$ cat config.mk
export PLATFORM = sky130hd
export DESIGN_NAME = iq_dispatch_arbiter
export DESIGN_NICKNAME = d
export VERILOG_FILES = /design/src/rtl/iq_dispatch_arbiter.sv
export SDC_FILE = /design/constraint.sdc
export NUM_CORES = 1
export LEC_CHECK = 0
export CAP_MARGIN = 20
export CORE_MARGIN = 1
export CORE_UTILIZATION = 35
export DETAILED_ROUTE_END_ITERATION = 8
export PLACE_DENSITY = 0.79
export SLEW_MARGIN = 25
export SYNTH_ARGS = -nofsm -noshare
export SYNTH_HDL_FRONTEND = slang
export SYNTH_SLANG_ARGS = --single-unit
$ cat constraint.sdc
create_clock -name clk -period 3.19 [get_ports clk]
set_input_delay 0.4785 -clock clk [delete_from_list [all_inputs] [get_ports clk]]
set_output_delay 0.4785 -clock clk [all_outputs]
set_load 0.05 [all_outputs]
$ cat src/rtl/iq_dispatch_arbiter.sv
// rtl/iq_dispatch_arbiter.sv - credit-based round-robin dispatch into N_IQ issue queues.
// Optional stall counter enabled by defining IQ_DISPATCH_STALL_CNT_EN.
module iq_dispatch_arbiter #(
    parameter int N_IQ         = 2,
    parameter int INST_ID_BITS = 6,
    parameter int QUEUE_SIZE   = 4,
    localparam int CW          = $clog2(QUEUE_SIZE + 1),
    localparam int PW          = (N_IQ > 1) ? $clog2(N_IQ) : 1
) (
    input  logic                    clk,
    input  logic                    rst,
    input  logic                    disp_valid,
    output logic                    disp_ready,
    input  logic [INST_ID_BITS-1:0] disp_inst_id,
    input  logic [31:0]             disp_inst,
    input  logic [63:0]             disp_pc,
    input  logic [N_IQ-1:0]         disp_iq_mask,
    input  logic                    flush,
    input  logic [N_IQ-1:0]         iq_release,
    output logic [N_IQ-1:0]         iq_inst_valid,
    output logic [INST_ID_BITS-1:0] iq_inst_id,
    output logic [31:0]             iq_inst,
    output logic [63:0]             iq_pc,
    output logic [N_IQ*CW-1:0]      iq_credit,
    output logic                    credit_err,
    output logic [31:0]             stall_cnt
);
    localparam logic [CW-1:0] FULL = CW'(QUEUE_SIZE);
    localparam logic [PW:0]   NQ   = (PW + 1)'(N_IQ);

    logic [CW-1:0]           r_credit [N_IQ];
    logic [PW-1:0]           r_rr_ptr;
    logic                    r_credit_err;
    logic [N_IQ-1:0]         r_iq_inst_valid;
    logic [INST_ID_BITS-1:0] r_iq_inst_id;
    logic [31:0]             r_iq_inst;
    logic [63:0]             r_iq_pc;

    logic [N_IQ-1:0]   w_elig;
    logic [2*N_IQ-1:0] w_dbl;
    logic [N_IQ-1:0]   w_rot;
    logic              w_found;
    logic              w_fire;
    logic [PW:0]       w_sum;
    logic [PW-1:0]     w_grant;
    logic [PW-1:0]     w_next_rr;
    logic [N_IQ-1:0]   w_grant_oh;

    // Rotate eligibility so bit 0 is rr_ptr, take the lowest set bit, rotate back.
    always_comb begin
        w_elig     = '0;
        w_found    = 1'b0;
        w_sum      = '0;
        w_grant    = '0;
        w_next_rr  = '0;
        w_grant_oh = '0;
        for (int i = 0; i < N_IQ; i++) begin
            w_elig[i] = disp_iq_mask[i] && (r_credit[i] != '0);
        end
        w_dbl = {w_elig, w_elig} >> r_rr_ptr;
        w_rot = w_dbl[N_IQ-1:0];
        for (int k = 0; k < N_IQ; k++) begin
            if (!w_found && w_rot[k]) begin
                w_found = 1'b1;
                w_sum   = {1'b0, r_rr_ptr} + (PW + 1)'(k);
            end
        end
        if (w_sum >= NQ) begin
            w_sum = w_sum - NQ;
        end
        w_grant    = w_sum[PW-1:0];
        disp_ready = !flush && w_found;
        w_fire     = disp_valid && disp_ready;
        w_sum      = {1'b0, w_grant} + (PW + 1)'(1);
        w_next_rr  = (w_sum >= NQ) ? '0 : w_sum[PW-1:0];
        for (int i = 0; i < N_IQ; i++) begin
            w_grant_oh[i] = w_fire && (w_grant == PW'(i));
        end
    end

    always_ff @(posedge clk or posedge rst) begin
        if (rst) begin
            for (int i = 0; i < N_IQ; i++) begin
                r_credit[i] <= FULL;
            end
            r_rr_ptr        <= '0;
            r_credit_err    <= 1'b0;
            r_iq_inst_valid <= '0;
            r_iq_inst_id    <= '0;
            r_iq_inst       <= '0;
            r_iq_pc         <= '0;
        end else begin
            // A grant and a release together cancel; an overflowing release is dropped and flagged.
            for (int i = 0; i < N_IQ; i++) begin
                if (w_grant_oh[i] && !iq_release[i]) begin
                    r_credit[i] <= r_credit[i] - CW'(1);
                end else if (!w_grant_oh[i] && iq_release[i]) begin
                    if (r_credit[i] == FULL) begin
                        r_credit_err <= 1'b1;
                    end else begin
                        r_credit[i] <= r_credit[i] + CW'(1);
                    end
                end
            end
            r_iq_inst_valid <= w_grant_oh;
            if (w_fire) begin
                r_rr_ptr     <= w_next_rr;
                r_iq_inst_id <= disp_inst_id;
                r_iq_inst    <= disp_inst;
                r_iq_pc      <= disp_pc;
            end
        end
    end

    always_comb begin
        iq_credit = '0;
        for (int i = 0; i < N_IQ; i++) begin
            iq_credit[i*CW +: CW] = r_credit[i];
        end
    end

    assign iq_inst_valid = r_iq_inst_valid;
    assign iq_inst_id    = r_iq_inst_id;
    assign iq_inst       = r_iq_inst;
    assign iq_pc         = r_iq_pc;
    assign credit_err    = r_credit_err;

`ifdef IQ_DISPATCH_STALL_CNT_EN
    logic [31:0] r_stall_cnt;

    always_ff @(posedge clk or posedge rst) begin
        if (rst) begin
            r_stall_cnt <= '0;
        end else if (disp_valid && !disp_ready && (r_stall_cnt != 32'hFFFF_FFFF)) begin
            r_stall_cnt <= r_stall_cnt + 32'd1;
        end
    end

    assign stall_cnt = r_stall_cnt;
`else
    assign stall_cnt = '0;
`endif
endmodule

# Yosys cells after proc, flatten, opt, wreduce, memory -nomap -nowiden
# Cells that the tools add are included.
[word_totals] inputBits=110 reg_bits=112
[classes] n_lt_le_gt_ge=2 n_shift=1 muxes=18 n_eq_ne=4 bitwise_logic=1 n_addsub=7 reduce_logical=23
[ops] cell="3-bit two-way mux" n=6
[ops] cell="1-bit logical AND" n=11
[ops] cell="1-bit two-way mux" n=11
[ops] cell="3-bit by 1-bit adder with 3-bit output, second input constant" n=2
[ops] cell="3-bit equality test, second input constant" n=2
[ops] cell="1-bit zero test" n=6
[ops] cell="3-bit nonzero test" n=2
[ops] cell="3-bit by 1-bit subtractor with 3-bit output, second input constant" n=2
[ops] cell="1-bit by 1-bit adder with 2-bit output, second input constant" n=2
[ops] cell="2-bit greater-or-equal comparator, second input constant" n=2
[ops] cell="2-bit != test, second input constant" n=2
[ops] cell="2-bit AND reduction" n=2
[ops] cell="2-bit nonzero test" n=2
[ops] cell="4-bit by 1-bit >> shifter with 2-bit output" n=1
[ops] cell="2-bit two-way mux" n=1
[ops] cell="1-bit inverter" n=1
[ops] cell="1-bit subtractor, second input constant" n=1

# Logic depth before layout (Yosys ltp)
[depth] depth_word=18 ltp_mapped=9

# Worst setup path after synthesis
# Ideal clock, no wire load.
[synth_path] path_type="register to register" start="reg r_credit, in the netlist iq_credit[0]" end="reg r_credit, in the netlist iq_credit[2]" stages_incl_launch_ff=10 required_ns=3.091 arrival_ns=2.552 path_slack_ns=0.539 setup_time_ns=0.099 period_less_slack_ns=2.651 cell_sequence="dfrtp_1 o31ai_4 or2_2 a21oi_1 ha_1 inv_1 fa_1 or2_2 o21ai_0 a31oi_1"
[synth_via] elab_chain_len=15 word_cells_on_any_way=28 cone_classes="add/sub: 3; order compare: 1; eq/ne: 2; shift: 1; mux: 8; bitwise: 1; reduce/logical: 12"
[synth_lines] item="start: declaration" line="31" source="logic [CW-1:0] r_credit [N_IQ];"
[synth_lines] item="start signal: indexed assignment" line="96" source="r_credit[i] <= r_credit[i] - CW'(1);"
[synth_lines] item="start signal: indexed assignment" line="101" source="r_credit[i] <= r_credit[i] + CW'(1);"
[synth_lines] item="3-bit nonzero test *" line="58" source="w_elig[i] = disp_iq_mask[i] && (r_credit[i] != '0);"
[synth_lines] item="1-bit logical AND *" line="58"
[synth_lines] item="4-bit by 1-bit >> shifter with 2-bit output *" line="60" source="w_dbl = {w_elig, w_elig} >> r_rr_ptr;"
[synth_lines] item="1-bit two-way mux" line="63" source="if (!w_found && w_rot[k]) begin"
[synth_lines] item="1-bit zero test" line="63"
[synth_lines] item="1-bit logical AND" line="63"
[synth_lines] item="2-bit two-way mux" line="63"
[synth_lines] item="2-bit greater-or-equal comparator / 1-bit subtractor (equally long branches)" line="68, 69"
[synth_lines] item="1-bit two-way mux" line="68" source="if (w_sum >= NQ) begin"
[synth_lines] item="1-bit inverter" line="77" source="w_grant_oh[i] = w_fire && (w_grant == PW'(i));"
[synth_lines] item="1-bit logical AND *" line="77"
[synth_lines] item="net w_grant_oh[0]" line="47" source="logic [N_IQ-1:0] w_grant_oh;"
[synth_lines] item="1-bit zero test" line="97" source="end else if (!w_grant_oh[i] && iq_release[i]) begin"
[synth_lines] item="1-bit logical AND" line="97"
[synth_lines] item="2-bit nonzero test (no source line)"
[synth_lines] item="2-bit AND reduction (no source line)"
# The timed path passes the listed nets; every way through them passes the cells marked *. The select of a mux whose other input is x is not followed.
# A chain may end at the register's enable or synchronous reset.

# Worst setup path in the final report
[layout_path] start="in flush" end="reg r_credit, in the netlist iq_credit[2]"
[layout_via] elab_chain_len=8 word_cells_on_any_way=11 cone_classes="eq/ne: 1; mux: 1; reduce/logical: 9"
[layout_lines] item="start: declaration" line="18" source="input logic flush,"
[layout_lines] item="1-bit zero test *" line="72" source="disp_ready = !flush && w_found;"
[layout_lines] item="1-bit logical AND *" line="72"
[layout_lines] item="1-bit logical AND *" line="73" source="w_fire = disp_valid && disp_ready;"
[layout_lines] item="1-bit logical AND *" line="77"
[layout_lines] item="net w_grant_oh[0]" line="47"
[layout_lines] item="1-bit zero test" line="97"
[layout_lines] item="1-bit logical AND" line="97"
[layout_lines] item="2-bit nonzero test (no source line)"
[layout_lines] item="2-bit AND reduction (no source line)"
# The timed path passes the listed nets; every way through them passes the cells marked *.

==> impl_metrics.csv <==
group,metric,value,unit
logic_synthesis,syn_area,5025,um2
grt,grt_pass1_wl,17540,um
cts,cts_buffer_depth,2,
cts,cts.hold.buffers_added,0,
finish,diodes,0,
placed_design,gp_congestion,0.7700,
die,die_x,121.8,um
logic_synthesis,yosys.area.top_type,"dfrtp_1",
die,die_h,121.8,um
sta,fin_crit_sh,86.75,%
cts,postCtsSetupBuffers,0,
finish,fillers,1143,
grt,grt_pass1_vias,3420,
worst_hold_path,min_to,"iq_pc[62]$_DFFE_PP0P_",
sta,tns,0,ns
route,ant_nets,0,
grt,grt_max_degree,61,
logic_synthesis,ys_dominant_reg_cell,"dfrtp_1",
route,routed_wl,11480,um
placed_design,portBuffers,221,
setup_path,crit_buf_inv,2,
setup_path,critPathLaunchType,"input pin",
logic_synthesis,synth_top_area_share,54.78,%
power,p_leak,3.280,nW
setup_path,required,3.46,ns
setup_path,crit_path_max_incr_delay,0.43,ns
outcome,status,"finished, final reports clean",
sta,clock_skew,0.008971,ns
finish,area_delta_synth_final,50.90,%
die,rows,43,
setup_path,endpoint_kind,"register",
worst_hold_path,min_path_type,"reg -> reg",
sta,max_slew_margin,49.66,%
sta,worst_slew_pin_slew,0.7551,ns
route,drtPass1Iterations,4,
setup_path,critPathMaxFanout,5,
logic_synthesis,syn_area_per_cell,15.95,um2
logic_synthesis,ys_ff_latch,112,
cts,clock-sinks,112,
route,routedWlPerCell,15.85,um
logic_synthesis,ys_top_cells_by_area,"dfrtp_1 (55%), mux2_4 (24%), mux2_2 (4.9%)",
sta,hold_violations,0,
worst_hold_path,min_from,"iq_pc[62]$_DFFE_PP0P_",
setup_path,reg2reg_depth,9,
cts,clock_latency,0.36,ns
setup_path,crit_type,"in -> reg",
setup_path,cpMostUsedCell,"or2_2",
cts,h-tree-depth,3,
cts,ctsResizeCount,0,
setup_path,cp.arrival,3.04,ns
job,cap_violations,0,
setup_path,r2r_slack,0.49,ns
logic_synthesis,synth-seq-area-share,55.83,%
grt,grt_use_total,15.67,%
sta,rsz0062_at_grt,"false",
cts,cts_tree,"done",
finish,nets,655,
worst_hold_path,min_delay_path_depth,1,
cts,cts_inserted_buffers,9,
die,die-area,14840,um2
placed_design,hpwl,8389,um
logic_synthesis,synthCells,315,
setup_path,r2r_start,"iq_credit[2]$_DFFE_PP1P_",
die,start_util,36.06,%
die,io_pins,254,
finish,drive_gt1_share,24.45,%
route,vias,3260,
sta,slew_violations,0,
route,via_per_inst,4.503,
finish,layout_common_cells,"clkdlybuf4s50_1 (221), dfrtp_1 (110), mux2_4 (80)",
finish,final_common_cell,"clkdlybuf4s50_1",
sta,fin_crit,2.767,ns
finish,final_area,7582,um2
setup_path,path_cells,"clkdlybuf4s50_1 > nand2b_1 > or2_2 > a21oi_1 > ha_1 > inv_1 > fa_1 > or2_2 > o21ai_0 > a31oi_1",
sta,max_freq,361.4,MHz
die,fp.coreArea,13930,um2
cts,ctsRootBufferMaster,"clkbuf_16",
power,vdd_drop_max,0.5123,mV
route,drc,0,
placed_design,dpl-instance-area,7293,um2
cts,clk_pin_slew,0.07,ns
grt,antenna_found_initial,0,
setup_path,path_delay_family,"simple AND/OR/NAND/NOR gates",
sta,setup_viol,0,
setup_path,r2r-end,"iq_credit[2]$_DFFE_PP1P_",
power,cellPowerDensity,942.8,nW/um2
logic_synthesis,synth-edff-count,0,
logic_synthesis,async_reset_ff_share,100.0,%
grt,grt.overflow.total,0,
logic_synthesis,yosysUniqueCellTypes,27,
setup_path,cp_slowest_cell,"fa_1",
logic_synthesis,yosys_warnings,0,
route,drt_iter0_markers,115,
power breakdown:
| part | total, mW | internal [mW] | switching [mW] |
|---|---|---|---|
| Combinational | 3.82 | 1.51 | 2.31 |
| Clock | 1.09 | 0.561 | 0.527 |
| Sequential | 2.24 | 1.90 | 0.343 |
per-layer routing:
metal | up-vias | part of all wire, % | global-route usage (%) | wire length (um)
li1 | 1472 | - | - | -
met2 | 172 | 48 | 25.95 | 5528
met3 | 15 | 10 | 7.163 | 1159
met5 | - | 0 | 0 | 0
met4 | 0 | 1.4 | 5.556 | 159
met1 | 1601 | 40 | 17.70 | 4630
cell type report:
cell class | instances | area [um2] | area share [%]
Timing Repair Buffer | 225 | 2267 | 29.90
Tap cell | 180 | 225.2 | 2.970
Inverter | 11 | 45.04 | 0.5941
Clock inverter | 6 | 50.05 | 0.6601
Sequential cell | 112 | 2805 | 37.00
Clock buffer | 10 | 239.0 | 3.152
Multi-Input combinational cell | 180 | 1951 | 25.73
synth_stat cells (3+ instances only):
library cell	number
a21o_1	3
a21oi_1	8
buf_4	32
buf_6	9
dfrtp_1	110
ha_1	4
inv_1	11
mux2_2	22
mux2_4	80
nor2_1	3
o21ai_0	5
or2_2	3
kinds of logic (layout without fill, tap and decap cells):
| family | Yosys count | in the layout | share of synthesized area, % |
|---|---|---|---|
| other | 1 | 32 | 0.07463 |
| XOR/XNOR | 2 | 2 | 0.3487 |
| multiplexers | 102 | 102 | 28.83 |
| adder cells (fa/ha/maj) | 6 | 6 | 1.793 |
| AND/OR/NAND/NOR | 11 | 11 | 1.220 |
| AO/OA/AOI/OAI | 27 | 27 | 4.084 |
| flip-flops | 112 | 112 | 55.83 |
| buffers and inverters | 54 | 252 | 7.819 |
per-stage QoR:
stage	power [mW]	utilization (%)	hold WS (ns)	instances	setup WS (ns)
floorplan	4.827	-	0.5066	346	0.5386
global placement	6.013	52.34	0.4906	708	0.1944
detailed placement	6.088	52.34	0.4903	708	0.08791
CTS	7.213	54.41	0.5112	724	0.4648
global route	7.463	54.41	0.5223	724	0.3745
finish	7.149	54.41	0.5077	724	0.4227
sequential cells by signal, indices dropped and copies added, names as in the netlist:
name	flops
r_rr_ptr	1
credit_err	1
iq_inst_id	6
iq_pc	64
iq_inst	32
iq_credit	6
iq_inst_valid	2
worst max-delay path by stage:
stage | cells after the start | slack [ns] | startpoint | end
3_3_place_gp | 10 | 0.19 | flush | iq_credit[2]$_DFFE_PP1P_
6_report | 10 | 0.42 | flush | iq_credit[2]$_DFFE_PP1P_
2_1_floorplan | 9 | 0.54 | iq_credit[0]$_DFFE_PP0P_ | iq_credit[2]$_DFFE_PP1P_
5_1_grt | 10 | 0.37 | flush | iq_credit[2]$_DFFE_PP1P_
4_1_cts | 10 | 0.46 | flush | iq_credit[2]$_DFFE_PP1P_
3_5_place_dp | 10 | 0.09 | flush | iq_credit[2]$_DFFE_PP1P_
No activity file was read; power rests on OpenSTA's default activity.
